File: src/rtl/dmem_port_arbiter_pkg.sv
// Shared definitions for the data-RAM port arbiter.
//   - Default address/data widths for the core's data RAM.
//   - Response-tag encoding. The tag records which requester owns the read
//     data that comes back from the RAM one cycle after issue.
package dmem_port_arbiter_pkg;

  localparam int DMEM_ADDR_WIDTH = 32;
  localparam int DMEM_DATA_WIDTH = 32;

  typedef enum logic [1:0] {
    RSP_NONE = 2'd0,
    RSP_IF   = 2'd1,
    RSP_LS   = 2'd2
  } rsp_tag_e;

endpackage

File: src/rtl/dmem_starve_guard.sv
// Priority decision between fetch and LSU, plus the fetch starvation counter.
// The LSU normally wins. Once it has won STARVE_LIMIT times in a row while
// fetch waits, the next contended cycle goes to fetch.
// Ports:
//   clk, rst          core clock, synchronous active-high reset
//   if_valid          fetch request pending
//   ls_valid          LSU request pending
//   grant_if          fetch owns the RAM port this cycle (combinational)
//   grant_ls          LSU owns the RAM port this cycle (combinational)
//   starve_cnt        consecutive LSU grants while fetch waited (registered)
module dmem_starve_guard
  import dmem_port_arbiter_pkg::*;
#(
  parameter int STARVE_LIMIT = 4
) (
  input  logic       clk,
  input  logic       rst,
  input  logic       if_valid,
  input  logic       ls_valid,
  output logic       grant_if,
  output logic       grant_ls,
  output logic [3:0] starve_cnt
);

  localparam logic [3:0] LIMIT = 4'(STARVE_LIMIT);

  logic [3:0] starve_cnt_next;
  logic       fetch_forced;

  assign fetch_forced = if_valid && (starve_cnt == LIMIT);

  // No grant while in reset, so ready and mem_en stay low.
  always_comb begin
    grant_if = 1'b0;
    grant_ls = 1'b0;
    if (!rst) begin
      if (ls_valid && !fetch_forced) begin
        grant_ls = 1'b1;
      end else if (if_valid) begin
        grant_if = 1'b1;
      end
    end
  end

  // Counts only while fetch is actually waiting; saturates at the limit.
  always_comb begin
    starve_cnt_next = starve_cnt;
    if (grant_if || !if_valid) begin
      starve_cnt_next = 4'd0;
    end else if (grant_ls && (starve_cnt != LIMIT)) begin
      starve_cnt_next = 4'(starve_cnt + 4'd1);
    end
  end

  always_ff @(posedge clk) begin
    if (rst) begin
      starve_cnt <= 4'd0;
    end else begin
      starve_cnt <= starve_cnt_next;
    end
  end

endmodule

File: src/rtl/dmem_port_arbiter.sv
// Shares the single-port synchronous data RAM between instruction fetch (IF)
// and the load/store unit (LSU). At most one access issues per cycle; the
// read data returning one cycle later is steered to its owner without a
// register, so the MEM/WB stage sees it in the response cycle.
//
// Handshake: a request transfers when valid & ready. Requesters hold valid
// and payload until ready; ready depends only on valid and arbiter state.
//
// Ports:
//   clk, rst                 core clock, synchronous active-high reset
//   if_req_*                 fetch request (valid/addr/ready)
//   if_flush                 drop the stale fetch response (taken branch)
//   if_rsp_valid/data        fetch response, cycle after issue
//   ls_req_*                 LSU request (valid/we/be/addr/wdata/ready)
//   ls_rsp_valid/data        load response, cycle after issue
//   mem_*                    RAM port; mem_rdata valid 1 cycle after a read
//   dbg_rsp_tag              current response-tag state
//   dbg_starve_cnt           current fetch starvation count
module dmem_port_arbiter
  import dmem_port_arbiter_pkg::*;
#(
  parameter int ADDR_WIDTH   = DMEM_ADDR_WIDTH,
  parameter int DATA_WIDTH   = DMEM_DATA_WIDTH,
  parameter int STARVE_LIMIT = 4
) (
  input  logic                    clk,
  input  logic                    rst,
  input  logic                    if_req_valid,
  input  logic [ADDR_WIDTH-1:0]   if_req_addr,
  output logic                    if_req_ready,
  input  logic                    if_flush,
  output logic                    if_rsp_valid,
  output logic [DATA_WIDTH-1:0]   if_rsp_data,
  input  logic                    ls_req_valid,
  input  logic                    ls_req_we,
  input  logic [DATA_WIDTH/8-1:0] ls_req_be,
  input  logic [ADDR_WIDTH-1:0]   ls_req_addr,
  input  logic [DATA_WIDTH-1:0]   ls_req_wdata,
  output logic                    ls_req_ready,
  output logic                    ls_rsp_valid,
  output logic [DATA_WIDTH-1:0]   ls_rsp_data,
  output logic                    mem_en,
  output logic                    mem_we,
  output logic [DATA_WIDTH/8-1:0] mem_be,
  output logic [ADDR_WIDTH-1:0]   mem_addr,
  output logic [DATA_WIDTH-1:0]   mem_wdata,
  input  logic [DATA_WIDTH-1:0]   mem_rdata,
  output logic [1:0]              dbg_rsp_tag,
  output logic [3:0]              dbg_starve_cnt
);

  localparam int BE_WIDTH = DATA_WIDTH / 8;

  logic     grant_if;
  logic     grant_ls;
  rsp_tag_e rsp_tag;
  rsp_tag_e rsp_tag_next;
  logic     flush_q;
  logic     flush_next;
  logic     if_inflight;

  dmem_starve_guard #(
    .STARVE_LIMIT (STARVE_LIMIT)
  ) u_starve_guard (
    .clk        (clk),
    .rst        (rst),
    .if_valid   (if_req_valid),
    .ls_valid   (ls_req_valid),
    .grant_if   (grant_if),
    .grant_ls   (grant_ls),
    .starve_cnt (dbg_starve_cnt)
  );

  assign if_req_ready = grant_if;
  assign ls_req_ready = grant_ls;

  // RAM port mirrors the granted request; idle drives zeros.
  always_comb begin
    mem_en    = 1'b0;
    mem_we    = 1'b0;
    mem_be    = '0;
    mem_addr  = '0;
    mem_wdata = '0;
    if (grant_ls) begin
      mem_en    = 1'b1;
      mem_we    = ls_req_we;
      mem_be    = ls_req_be;
      mem_addr  = ls_req_addr;
      mem_wdata = ls_req_wdata;
    end else if (grant_if) begin
      mem_en    = 1'b1;
      mem_be    = {BE_WIDTH{1'b1}};
      mem_addr  = if_req_addr;
    end
  end

  // A fetch response that is still live in this cycle.
  assign if_inflight = (rsp_tag == RSP_IF) && !flush_q;

  // Response-tag FSM: next state is the owner of the read issued this cycle.
  // A flush kills the stale fetch. If a live fetch response is arriving now,
  // that one is stale and the fetch issued alongside the flush is the
  // redirect target, so it is kept. With nothing in flight, the fetch issued
  // alongside the flush is the stale one and its response is marked dead.
  always_comb begin
    rsp_tag_next = RSP_NONE;
    if (grant_ls && !ls_req_we) begin
      rsp_tag_next = RSP_LS;
    end else if (grant_if) begin
      rsp_tag_next = RSP_IF;
    end
    flush_next = grant_if && if_flush && !if_inflight;
  end

  always_ff @(posedge clk) begin
    if (rst) begin
      rsp_tag <= RSP_NONE;
      flush_q <= 1'b0;
    end else begin
      rsp_tag <= rsp_tag_next;
      flush_q <= flush_next;
    end
  end

  assign dbg_rsp_tag = rsp_tag;

  // Unregistered response steering.
  always_comb begin
    if_rsp_valid = 1'b0;
    ls_rsp_valid = 1'b0;
    if_rsp_data  = '0;
    ls_rsp_data  = '0;
    if (rsp_tag == RSP_IF) begin
      if_rsp_data  = mem_rdata;
      if_rsp_valid = !rst && !if_flush && !flush_q;
    end else if (rsp_tag == RSP_LS) begin
      ls_rsp_data  = mem_rdata;
      ls_rsp_valid = !rst;
    end
  end

endmodule

File: config.mk
export PLATFORM = sky130hd
export DESIGN_NAME = dmem_port_arbiter
export DESIGN_NICKNAME = d
export VERILOG_FILES = /design/src/rtl/dmem_port_arbiter_pkg.sv /design/src/rtl/dmem_starve_guard.sv /design/src/rtl/dmem_port_arbiter.sv
export SDC_FILE = /design/constraint.sdc
export NUM_CORES = 1
export LEC_CHECK = 0
export ABC_AREA = 1
export CAP_MARGIN = 20
export CORE_AREA = 2 2 110 112
export DETAILED_ROUTE_END_ITERATION = 12
export DIE_AREA = 0 0 112 114
export SETUP_SLACK_MARGIN = 0.15
export SLEW_MARGIN = 20
export SYNTH_ARGS = -nofsm -noshare
export SYNTH_HDL_FRONTEND = slang
export SYNTH_HIERARCHICAL = 1
export SYNTH_SLANG_ARGS = --single-unit
File: constraint.sdc
create_clock -name clk -period 5.3 [get_ports clk]
set_clock_uncertainty 0.05 [all_clocks]
set_input_delay 1.06 -clock clk [delete_from_list [all_inputs] [get_ports clk]]
set_output_delay 1.06 -clock clk [all_outputs]
set_load 0.01 [all_outputs]
==> metrics.md, run 1 <==
| Metric | Value |
|---|---|
| Final Max Tran Viols | `0` |
| Via count | `2,964` |
| Number of rows created at floorplan | `40` |
| R2r endpoint | `flush_q$_SDFF_PP0_` |
| Slew at the pin with the worst max-slew slack | `roughly 0.67 ns` |
| Die Span X | `112 µm` |
| Global routing met1 resource utilization | `0.1262` |
| Critical-path top delay cell | `clkdlybuf4s50_1` |
| Largest net degree at the start of global routing | `72` |
| Largest vdd supply drop | `104.8 µV` |
| First-pass GRT wire length | `approximately 13,000 µm` |
| Total congestion overflow | `0` |
| Count of antenna diodes in the layout | `0` |
| DRT Wirelength | `9080 µm` |
| Sequential cell area fraction in the yosys report | `0.09047` |
| TritonCTS Buffers | `3` |
| Crit-path max FO | `71` |
| Total of hold buffers inserted after clock tree synthesis | `0` |
| Arrival time worst endpoint | `around 3.3 ns` |
| Count of different cell masters after synthesis | `18` |
| CP Launch Type | `input pin` |
| Setup repair after global routing missed its margin | `no` |
| Per-cell via count in the routed design | `roughly 3.9` |
| Clk sink count | `7` |
| Clock tree buffer depth | `2` |
| Vias in the first global route | `about 2,800` |
| Timing-limited maximum frequency | `approximately 0.23 GHz` |
| Clock latency on the worst-skew pair | `around 0.23 ns` |
| First-pass DRT Iterations | `4` |
| Clock tree from TritonCTS | `yes` |
| Ratio of final minimum period to clock period | `0.8256` |
| Max-capacitance violation count | `0` |
| Flop and latch count out of synthesis | `7` |
| Leak Pwr | `0.002228 µW` |
| Library cell used as clock root buffer | `clkbuf_16` |
| Stage delay of the slowest cell on the critical path | `0.56 ns` |
| Outcome | `finished, final reports clean` |
| Total routing usage reported by global routing | `0.1274` |
| Iteration-0 DRC count of the detailed router | `100` |
| Clock slew at the register clock pins of the worst setup and hold paths | `approximately 0.04 ns` |
| Area of the die | `12,770 µm²` |
| Number of port buffers | `281` |
| Post-synthesis instance total | `about 350` |
| Global route hottest layer | `met2` |
| Post-Route Setup TNS | `0 ns` |
| Proportion of layout cells with a drive suffix above 1 | `0.02455` |
| Area overhead of the layout relative to synthesis | `192.8%` |
| Post-Place Setup Slack | `~0.91 ns` |
| Critical R2R Launch | `u_starve_guard/starve_cnt[0]$_SDFFE_PP0P_` |
| Ys Warns | `6` |
| Hold Crit Depth | `2` |
| Power density over the cells | `~97 nW/µm²` |
| Average size of a mapped cell | `approximately 4.5 µm²` |
| Area of the mapped netlist | `1549 µm²` |
| Met2 capacity usage during global routing | `0.2630` |
| Nature of the critical path endpoint | `output port` |
| Num ports | `282` |
| HPWL reported at the end of detailed placement | `~7600 µm` |
| Worst Hold Launch | `flush_q$_SDFF_PP0_` |
| GR Util met3 | `0.03560` |
| Nets in the synthesized netlist | `485` |
| Starting density of the core | `0.1323` |
| Path class of the lowest-slack min-delay path | `reg2reg` |
| Critical path data required time | `4.19 ns` |
| Critical path type | `in2out` |
| Core Area | `11,710 µm²` |
| Number of hold violations in the final report | `0` |
| Post-CTS setup-driven buffer insertion count | `0` |
| Worst-case register-to-register setup slack | `3.52 ns` |
| WL per Instance | `11.98 µm` |
| Count of endpoints failing setup in the final report | `0` |
| DRC viols | `0` |
| Layout fillers | `1,242` |
| End point of the most critical hold path | `flush_q$_SDFF_PP0_` |
| Max H-tree Level | `1` |
| Gate family responsible for the most delay along the worst path | `buffers and inverters` |
| Antenna-violating nets left | `0` |
| Relative slew slack | `0.5514` |
| Count of instances resized after the clock tree is built | `0` |
| R2r worst-path depth | `9` |
| Shortest period the worst path allows | `4.375 ns` |
| Post-layout nets | `752` |
| Library cell appearing most often on the critical path | `nand2_1` |
| Chip Height | `around 110 µm` |
| PnR worst setup slack | `between 0.9 and 1 ns` |
| Ordered list of cells on the worst path | `clkdlybuf4s50_1 > nand4_1 > nand2_1 > inv_1 > nand2_1 > inv_2 > buf_4 > nand2_1 > nand2_1 > clkdlybuf4s50_1` |
| Buf+Inv Stages, Crit Path | `5` |
| Routability cong. | `~0.84` |
| Number of antenna violations at the first check in global routing | `0` |
## cells in the mapped netlist (all sizes together)
| cell | instances | share of area |
|---|---|---|
| a21oi | 1 | 0.0032 |
| a31oi | 1 | 0.0040 |
| buf | 20 | 0.081 |
| clkbuf | 2 | 0.0048 |
| dfxtp | 7 | 0.090 |
| ha | 2 | 0.016 |
| inv | 77 | 0.19 |
| nand2 | 115 | 0.28 |
| nand3 | 35 | 0.11 |
| nand4 | 4 | 0.016 |
| nor2 | 75 | 0.18 |
| nor3 | 3 | 0.0097 |
| o21ai | 1 | 0.0032 |
| or2 | 2 | 0.0081 |
## worst reg2reg max path, stage by stage, from the launching register on
cell and delay [ns]:
dfxtp_1 0.33, inv_1 0.10, ha_1 0.23, nand4_1 0.14, nand2_1 0.09, inv_1 0.05, nor3_2 0.10, buf_4 0.39
nand3_1 0.13, nor2_1 0.11
## stage by stage
step	utilization	hold WS (ns)	total power (µW)	instance area, µm²	std cells
finish	0.3873	0.4146	442.1	4536	758
global route	0.3873	0.4622	467.9	4536	758
CTS	0.3871	0.4173	448.3	4533	758
detailed placement	0.3802	0.4084	315.0	4453	754
global placement	0.3802	0.4039	313.2	4453	754
floorplan	-	0.3903	130.5	1549	345
## kinds of logic (layout without fill, tap and decap cells)
logic type | after synthesis | count (layout) | synth area share
fa+ha+maj | 2 | 2 | 0.01615
flops | 7 | 7 | 0.09047
compound gates | 3 | 3 | 0.01050
buf+inv | 99 | 365 | 0.2722
simple gates | 234 | 234 | 0.6107
## layout make-up
cell class,instances,area (µm²),area share
repair buffers,284,2848,0.6279
multi-input cells,239,994.7,0.2193
inverters,77,289.0,0.06372
well taps,147,183.9,0.04055
flip-flops and latches,7,140.1,0.03090
clock buffers,3,75.07,0.01655
clock inverters,1,5.005,0.001103
## layer usage
layer	up-vias	wire length [µm]
li1	1519	-
met1	1264	3254
met2	175	4768
met3	6	982
met4	0	75
met5	-	0
## placed cells by master, fill, tap and decap left out, types with 2 or more instances in the layout
master | netlist | layout
clkdlybuf4s50_1 | 0 | 281
ha_1 | 2 | 2
nor3_1 | 3 | 2
buf_4 | 0 | 2
clkbuf_16 | 0 | 3
inv_2 | 1 | 2
or2_2 | 1 | 2
inv_1 | 76 | 75
nor2_2 | 2 | 2
nand3_1 | 35 | 35
nor2_1 | 73 | 73
nand2_1 | 115 | 114
nand4_1 | 4 | 4
dfxtp_1 | 7 | 7
## worst max-delay path by stage
stage,startpoint,to,slack (ns),cells past startpoint
6_report,if_req_valid,mem_be[1],0.92,10
5_1_grt,if_req_valid,mem_addr[15],0.74,10
4_1_cts,if_req_valid,mem_be[1],0.91,9
3_5_place_dp,if_req_valid,mem_be[1],0.91,9
3_3_place_gp,if_req_valid,mem_be[1],0.95,9
2_1_floorplan,if_req_valid,mem_addr[22],2.01,8
## state kept, by name, indices dropped and copies added, names as in the netlist
signal and count:
flush_q 1, u_starve_guard/starve_cnt 4, dbg_rsp_tag 2
## power breakdown
part	internal, µW	leakage, µW	total [µW]	switching, µW
Clock	99.2	0.0000409	130	31.2
Sequential	53.9	0.0000567	54.7	0.786
Combinational	164	0.00213	257	93.5
Total	317	0.00223	442	125
Power figures use the tool's default switching activity.
==> run 2, diff against run 1 <==
Settings changed: CORE_AREA 2 2 110 112 to 2 2 109 111, DIE_AREA 0 0 112 114 to 0 0 111 113.
Clock period 5.3 ns to 4.33 ns, I/O delays scaled along.
==> metrics.md, run 2 (synthesized netlist as in run 1, its figures left out) <==
| Metric | Value |
|---|---|
| Outcome | `finished, final reports clean` |
| Layout fillers | `1,191 (-4.1%)` |
| Count of endpoints failing setup in the final report | `0 (unchanged)` |
| Area of the die | `12,540 µm² (-1.8%)` |
| DRC viols | `0 (unchanged)` |
| Number of rows created at floorplan | `39 (-2.5%)` |
| Most common cell after layout, fill and taps aside | `clkdlybuf4s50_1` |
| Post-Place Setup Slack | `0.3660 ns (-0.5401 ns)` |
| Number of antenna violations at the first check in global routing | `0 (unchanged)` |
| Routability cong. | `0.8688 (+3.9%)` |
| Chip Height | `113 µm (-0.88%)` |
| Relative slew slack | `0.5929 (+0.04156)` |
| Die Span X | `111 µm (-0.89%)` |
| CP Launch Type | `input pin` |
| Max H-tree Level | `1 (unchanged)` |
| Largest vdd supply drop | `94.75 µV (-9.6%)` |
| WL per Instance | `11.89 µm (-0.73%)` |
| Clk sink count | `7 (unchanged)` |
| Met3 wire length | `975 µm (-0.71%)` |
| TritonCTS Buffers | `3 (unchanged)` |
| Largest net degree at the start of global routing | `63 (-13%)` |
| Post-CTS setup-driven buffer insertion count | `0 (unchanged)` |
| Final total power | `539.1 µW (+22%)` |
| Num ports | `282 (unchanged)` |
| Crit-path max FO | `23 (-68%)` |
| Clock slew at the register clock pins of the worst setup and hold paths | `0.04 ns (about the same)` |
| Timing-limited maximum frequency | `0.2528 GHz` |
| Critical path type | `in2out` |
| Antenna-violating nets left | `0 (unchanged)` |
| Max-capacitance violation count | `0 (unchanged)` |
| Total routing usage reported by global routing | `0.1278 (+0.0003671)` |
| Via count | `3,003 (+1.3%)` |
| Count of antenna diodes in the layout | `0 (unchanged)` |
| R2r worst-path depth | `9 (unchanged)` |
| Finished Core Util | `0.4042 (+0.01686)` |
| Met1 WL | `3205 µm (-1.5%)` |
| Number of port buffers | `281 (unchanged)` |
| Flip-flop count of the largest register, all copies and words added | `4 (unchanged)` |
| Post-Route Setup TNS | `0 ns (unchanged)` |
| Total congestion overflow | `0 (unchanged)` |
| Arrival time worst endpoint | `3.04 ns (-0.23 ns)` |
| Power density over the cells | `118.3 nW/µm² (+21%)` |
| Leak Pwr | `0.002236 µW (+0.38%)` |
| Nature of the critical path endpoint | `output port` |
| Library cell used as clock root buffer | `clkbuf_16` |
| PnR worst setup slack | `0.3745 ns (-0.5501 ns)` |
| Clock latency on the worst-skew pair | `0.23 ns (about the same)` |
| Ratio of final minimum period to clock period | `0.9135` |
| Post-layout nets | `753 (+0.13%)` |
| Shortest period the worst path allows | `approximately 4 ns` |
| First-pass DRT Iterations | `5 (+1)` |
| Hold Crit Depth | `2 (unchanged)` |
| Critical path data required time | `3.41 ns (-0.78 ns)` |
| HPWL reported at the end of detailed placement | `7696 µm (+0.98%)` |
| Vias in the first global route | `2,847 (+0.53%)` |
| Count of instances resized after the clock tree is built | `0 (unchanged)` |
| Final Max Tran Viols | `0 (unchanged)` |
| Met2 wire length | `4747 µm (-0.44%)` |
| Worst-case register-to-register setup slack | `2.55 ns (-0.97 ns)` |
| Starting density of the core | `0.1374 (+0.005153)` |
| Largest Register | `u_starve_guard/starve_cnt` |
| Slew at the pin with the worst max-slew slack | `0.6106 ns (-0.06234 ns)` |
| Number of hold violations in the final report | `0 (unchanged)` |
| Iteration-0 DRC count of the detailed router | `106 (+6.0%)` |
| Per-cell via count in the routed design | `3.977 (+1.7%)` |
| Total of hold buffers inserted after clock tree synthesis | `0 (unchanged)` |
| Clock tree buffer depth | `2 (unchanged)` |
| Proportion of layout cells with a drive suffix above 1 | `0.02451 (-0.00004011)` |
| DRT Wirelength | `8978 µm (-1.1%)` |
| Commonest cells after routing, fill and taps aside | `281 x clkdlybuf4s50_1, 115 x nand2_1, 75 x inv_1` |
| Setup repair after global routing missed its margin | `no` |
| Path class of the lowest-slack min-delay path | `reg2reg` |
| First-pass GRT wire length | `13,520 µm (+0.21%)` |
| Core Area | `11,270 µm² (-3.7%)` |
| Area overhead of the layout relative to synthesis | `194.1%` |
| Top layer in use | `met4` |
| Clock tree from TritonCTS | `yes` |
## run 2: critical path: stages
cell	delay, ns
clkdlybuf4s50_1	0.50
nand4_1	0.12
nand2_1	0.09
inv_1	0.05
nand2_1	0.09
inv_2	0.11
inv_2	0.20
buf_4	0.29
nand3_1	0.10
nand2_1	0.07
clkdlybuf4s50_1	0.54
## run 2: path summary, 6_finish.rpt
kind / startpoint / to
worst max-delay path: if_req_valid / mem_addr[20]
worst min-delay path: flush_q$_SDFF_PP0_ / flush_q$_SDFF_PP0_
worst max register to register: u_starve_guard/starve_cnt[0]$_SDFFE_PP0P_ / dbg_rsp_tag[1]$_SDFF_PP0_
worst min register to register: flush_q$_SDFF_PP0_ / flush_q$_SDFF_PP0_
## run 2: final cells by class
type	instances	area, µm²	area share
clock buffer	3	75.07	0.01648
tap	143	178.9	0.03928
clock inverter	1	5.005	0.001099
inverter	77	289.0	0.06344
multi-input combinational	239	992.2	0.2178
sequential	7	140.1	0.03076
timing repair buffer	285	2875	0.6311
## run 2: metal layers
layer | up-vias | track usage
met5 | - | 0
met4 | 0 | 0.02333
met3 | 4 | 0.03856
met2 | 187 | 0.2560
met1 | 1290 | 0.1313
li1 | 1522 | -
## run 2: power by group
part | internal (µW) | total [µW] | switching, µW
Combinational | 202 | 316 | 114
Clock | 121 | 156 | 35.3
Sequential | 66.0 | 66.8 | 0.863
Total | 389 | 539 | 150
## run 2: per-stage QoR
step                      cell area [µm²]  instances  hold slack, ns
final                                4556        755          0.4205
after global routing                 4556        755          0.4778
after CTS                            4541        754          0.4261
after detailed placement             4461        750          0.4160
after global placement               4461        750          0.4000
after floorplan                      1549        345          0.3903
==> run 3, diff against run 2 <==
Settings changed: CELL_PAD_IN_SITES_DETAIL_PLACEMENT set to 0, CELL_PAD_IN_SITES_GLOBAL_PLACEMENT set to 1, CORE_AREA 2 2 109 111 to unset, CORE_ASPECT_RATIO set to 0.5, CORE_UTILIZATION set to 10, DIE_AREA 0 0 111 113 to unset, GPL_TIMING_DRIVEN set to 0, PLACE_DENSITY_LB_ADDON set to 0.1.
==> metrics.md, run 3 (synthesized netlist as in run 1, its figures left out) <==
| Metric | Value |
|---|---|
| Outcome | `finished, final reports clean` |
| Final Max Tran Viols | `0 (unchanged)` |
| Count of antenna diodes in the layout | `0 (unchanged)` |
| Gate family responsible for the most delay along the worst path | `buffers and inverters` |
| Num ports | `282 (unchanged)` |
| Number of gates on the worst path with buffers counted | `12 (+1)` |
| Number of antenna violations at the first check in global routing | `0 (unchanged)` |
| Critical R2R Launch | `u_starve_guard/starve_cnt[0]$_SDFFE_PP0P_` |
| Destination of the critical timing path | `mem_addr[26]` |
| Setup repair after global routing missed its margin | `no` |
| Die Span X | `178.0 µm (+60%)` |
| Total of hold buffers inserted after clock tree synthesis | `0 (unchanged)` |
| DRT Wirelength | `9664 µm (+7.6%)` |
| Number of port buffers | `281 (unchanged)` |
| Buf+Inv Stages, Crit Path | `7 (+1)` |
| Vias in the first global route | `2,816 (-1.1%)` |
| Most common cell after layout, fill and taps aside | `clkdlybuf4s50_1` |
| Post-layout nets | `771 (+2.4%)` |
| Largest vdd supply drop | `88.05 µV (-7.1%)` |
| Count of endpoints failing setup in the final report | `0 (unchanged)` |
| Commonest cells after routing, fill and taps aside | `280 x clkdlybuf4s50_1, 115 x nand2_1, 76 x inv_1` |
| Stage delay of the slowest cell on the critical path | `0.55 ns (about the same)` |
| Via count | `2,879 (-4.1%)` |
| HPWL reported at the end of detailed placement | `8284 µm (+7.6%)` |
| Clock tree from TritonCTS | `yes` |
| Max H-tree Level | `1 (unchanged)` |
| Path class of the lowest-slack min-delay path | `reg2reg` |
| Routability cong. | `0.7642 (-12%)` |
| Relative slew slack | `0.6982 (+0.1053)` |
| Total routing usage reported by global routing | `0.1142 (-0.01353)` |
| R2r worst-path depth | `11 (+2)` |
| Shortest period the worst path allows | `3.976 ns (+0.02082 ns)` |
| Ratio of final minimum period to clock period | `0.9183 (+0.004808)` |
| Clock tree buffer depth | `2 (unchanged)` |
| First-pass DRT Iterations | `4 (-1)` |
| Core Area | `14,780 µm² (+31%)` |
| CP Launch Type | `input pin` |
| Arrival time worst endpoint | `3.06 ns (+0.02 ns)` |
| Number of hold violations in the final report | `0 (unchanged)` |
| Power density over the cells | `115.4 nW/µm² (-2.5%)` |
| Area overhead of the layout relative to synthesis | `203.7%` |
| Post-CTS setup-driven buffer insertion count | `0 (unchanged)` |
| WL per Instance | `11.67 µm (-1.8%)` |
| DP Cell Count | `824 (+9.9%)` |
| Worst-case register-to-register setup slack | `2.40 ns (-0.15 ns)` |
| Ordered list of cells on the worst path | `clkdlybuf4s50_1 > nand4_1 > nand2_1 > inv_1 > nand2_1 > inv_1 > buf_2 > inv_2 > buf_2 > nand3_1 > nand2_1 > clkdlybuf4s50_1` |
| Number of cells in the finished layout apart from fillers | `828 (+9.7%)` |
| Slew at the pin with the worst max-slew slack | `0.4527 ns (-0.1579 ns)` |
| Critical path type | `in2out` |
| TritonCTS Buffers | `3 (unchanged)` |
| Leak Pwr | `0.002312 µW (+3.4%)` |
| Worst Setup SP | `if_req_valid` |
| Area of the die | `16,020 µm² (+28%)` |
| Antenna-violating nets left | `0 (unchanged)` |
| Per-cell via count in the routed design | `3.477 (-13%)` |
| First-pass GRT wire length | `14,630 µm (+8.3%)` |
| R2r endpoint | `dbg_rsp_tag[1]$_SDFF_PP0_` |
| Largest net degree at the start of global routing | `11 (-83%)` |
| Clock latency on the worst-skew pair | `0.23 ns (about the same)` |
| Chip Height | `90.01 µm (-20%)` |
| Nature of the critical path endpoint | `output port` |
| Proportion of layout cells with a drive suffix above 1 | `0.04603 (+0.02152)` |
| Max-capacitance violation count | `0 (unchanged)` |
| Clk sink count | `7 (unchanged)` |
| Starting density of the core | `0.1048 (-0.03260)` |
| Clock slew at the register clock pins of the worst setup and hold paths | `0.04 ns (about the same)` |
| Timing-limited maximum frequency | `0.2515 GHz (-0.52%)` |
| Critical-path top delay cell | `clkdlybuf4s50_1` |
| DRC viols | `0 (unchanged)` |
| Number of rows created at floorplan | `31 (-21%)` |
| Iteration-0 DRC count of the detailed router | `59 (-44%)` |
| Critical path data required time | `3.41 ns (about the same)` |
| Largest Register | `u_starve_guard/starve_cnt` |
| Post-Route Setup TNS | `0 ns (unchanged)` |
| Count of instances resized after the clock tree is built | `0 (unchanged)` |
| Total congestion overflow | `0 (unchanged)` |
| Flip-flop count of the largest register, all copies and words added | `4 (unchanged)` |
| Crit-path max FO | `10 (-57%)` |
| Library cell appearing most often on the critical path | `nand2_1` |
| Library cell used as clock root buffer | `clkbuf_16` |
-- run 3: area by class of cell --
class                           instances  area, µm²
Tap cell                              198      247.7
Timing Repair Buffer                  281       2815
Sequential cell                         7      140.1
Inverter                               77      289.0
Clock buffer                            4      78.83
Buffer                                 22      141.4
Multi-Input combinational cell        239      992.2
Fill cell                            1639      10070
-- run 3: power by group --
part | total, µW | switching (µW) | internal [µW] | leakage [µW]
Combinational | 319 | 115 | 204 | 0.00222
Sequential | 66.9 | 0.897 | 66.0 | 0.0000567
Clock | 157 | 34.3 | 122 | 0.0000382
Total | 543 | 150 | 393 | 0.00231
-- run 3: worst min-delay path by stage --
stage | from | end | slack, ns | cells past startpoint
floorplan | flush_q$_SDFF_PP0_ | flush_q$_SDFF_PP0_ | 0.39 | 2
global placement | flush_q$_SDFF_PP0_ | flush_q$_SDFF_PP0_ | 0.40 | 2
detailed placement | flush_q$_SDFF_PP0_ | flush_q$_SDFF_PP0_ | 0.42 | 2
CTS | flush_q$_SDFF_PP0_ | flush_q$_SDFF_PP0_ | 0.43 | 2
global route | flush_q$_SDFF_PP0_ | flush_q$_SDFF_PP0_ | 0.49 | 2
finish | flush_q$_SDFF_PP0_ | flush_q$_SDFF_PP0_ | 0.42 | 2
-- run 3: layer usage --
metal  up-vias  track usage  wire, µm
met5         -            0         0
met4         0      0.01282         0
met3         0      0.02284       823
met2       125       0.2273      5104
met1      1195       0.1257      3737
li1       1559            -         -
-- run 3: worst min-delay path: stages (launching register included) --
cell     delay, ns
dfxtp_1       0.32
nor2_1        0.05
nor2_1        0.07
-- run 3: stage by stage --
| step | util | setup WS (ns) | instance area (µm²) | hold WS [ns] | power (µW) |
|---|---|---|---|---|---|
| after global routing | 0.3183 | 0.1502 | 4705 | 0.4899 | 579.0 |
| after detailed placement | 0.3119 | 0.1932 | 4609 | 0.4220 | 390.4 |
| after global placement | 0.3119 | 0.2335 | 4609 | 0.4038 | 390.7 |
| after floorplan | - | 1.426 | 1549 | 0.3903 | 159.7 |
| after CTS | 0.3172 | 0.1786 | 4688 | 0.4305 | 552.8 |
| final | 0.3183 | 0.3537 | 4705 | 0.4220 | 543.0 |
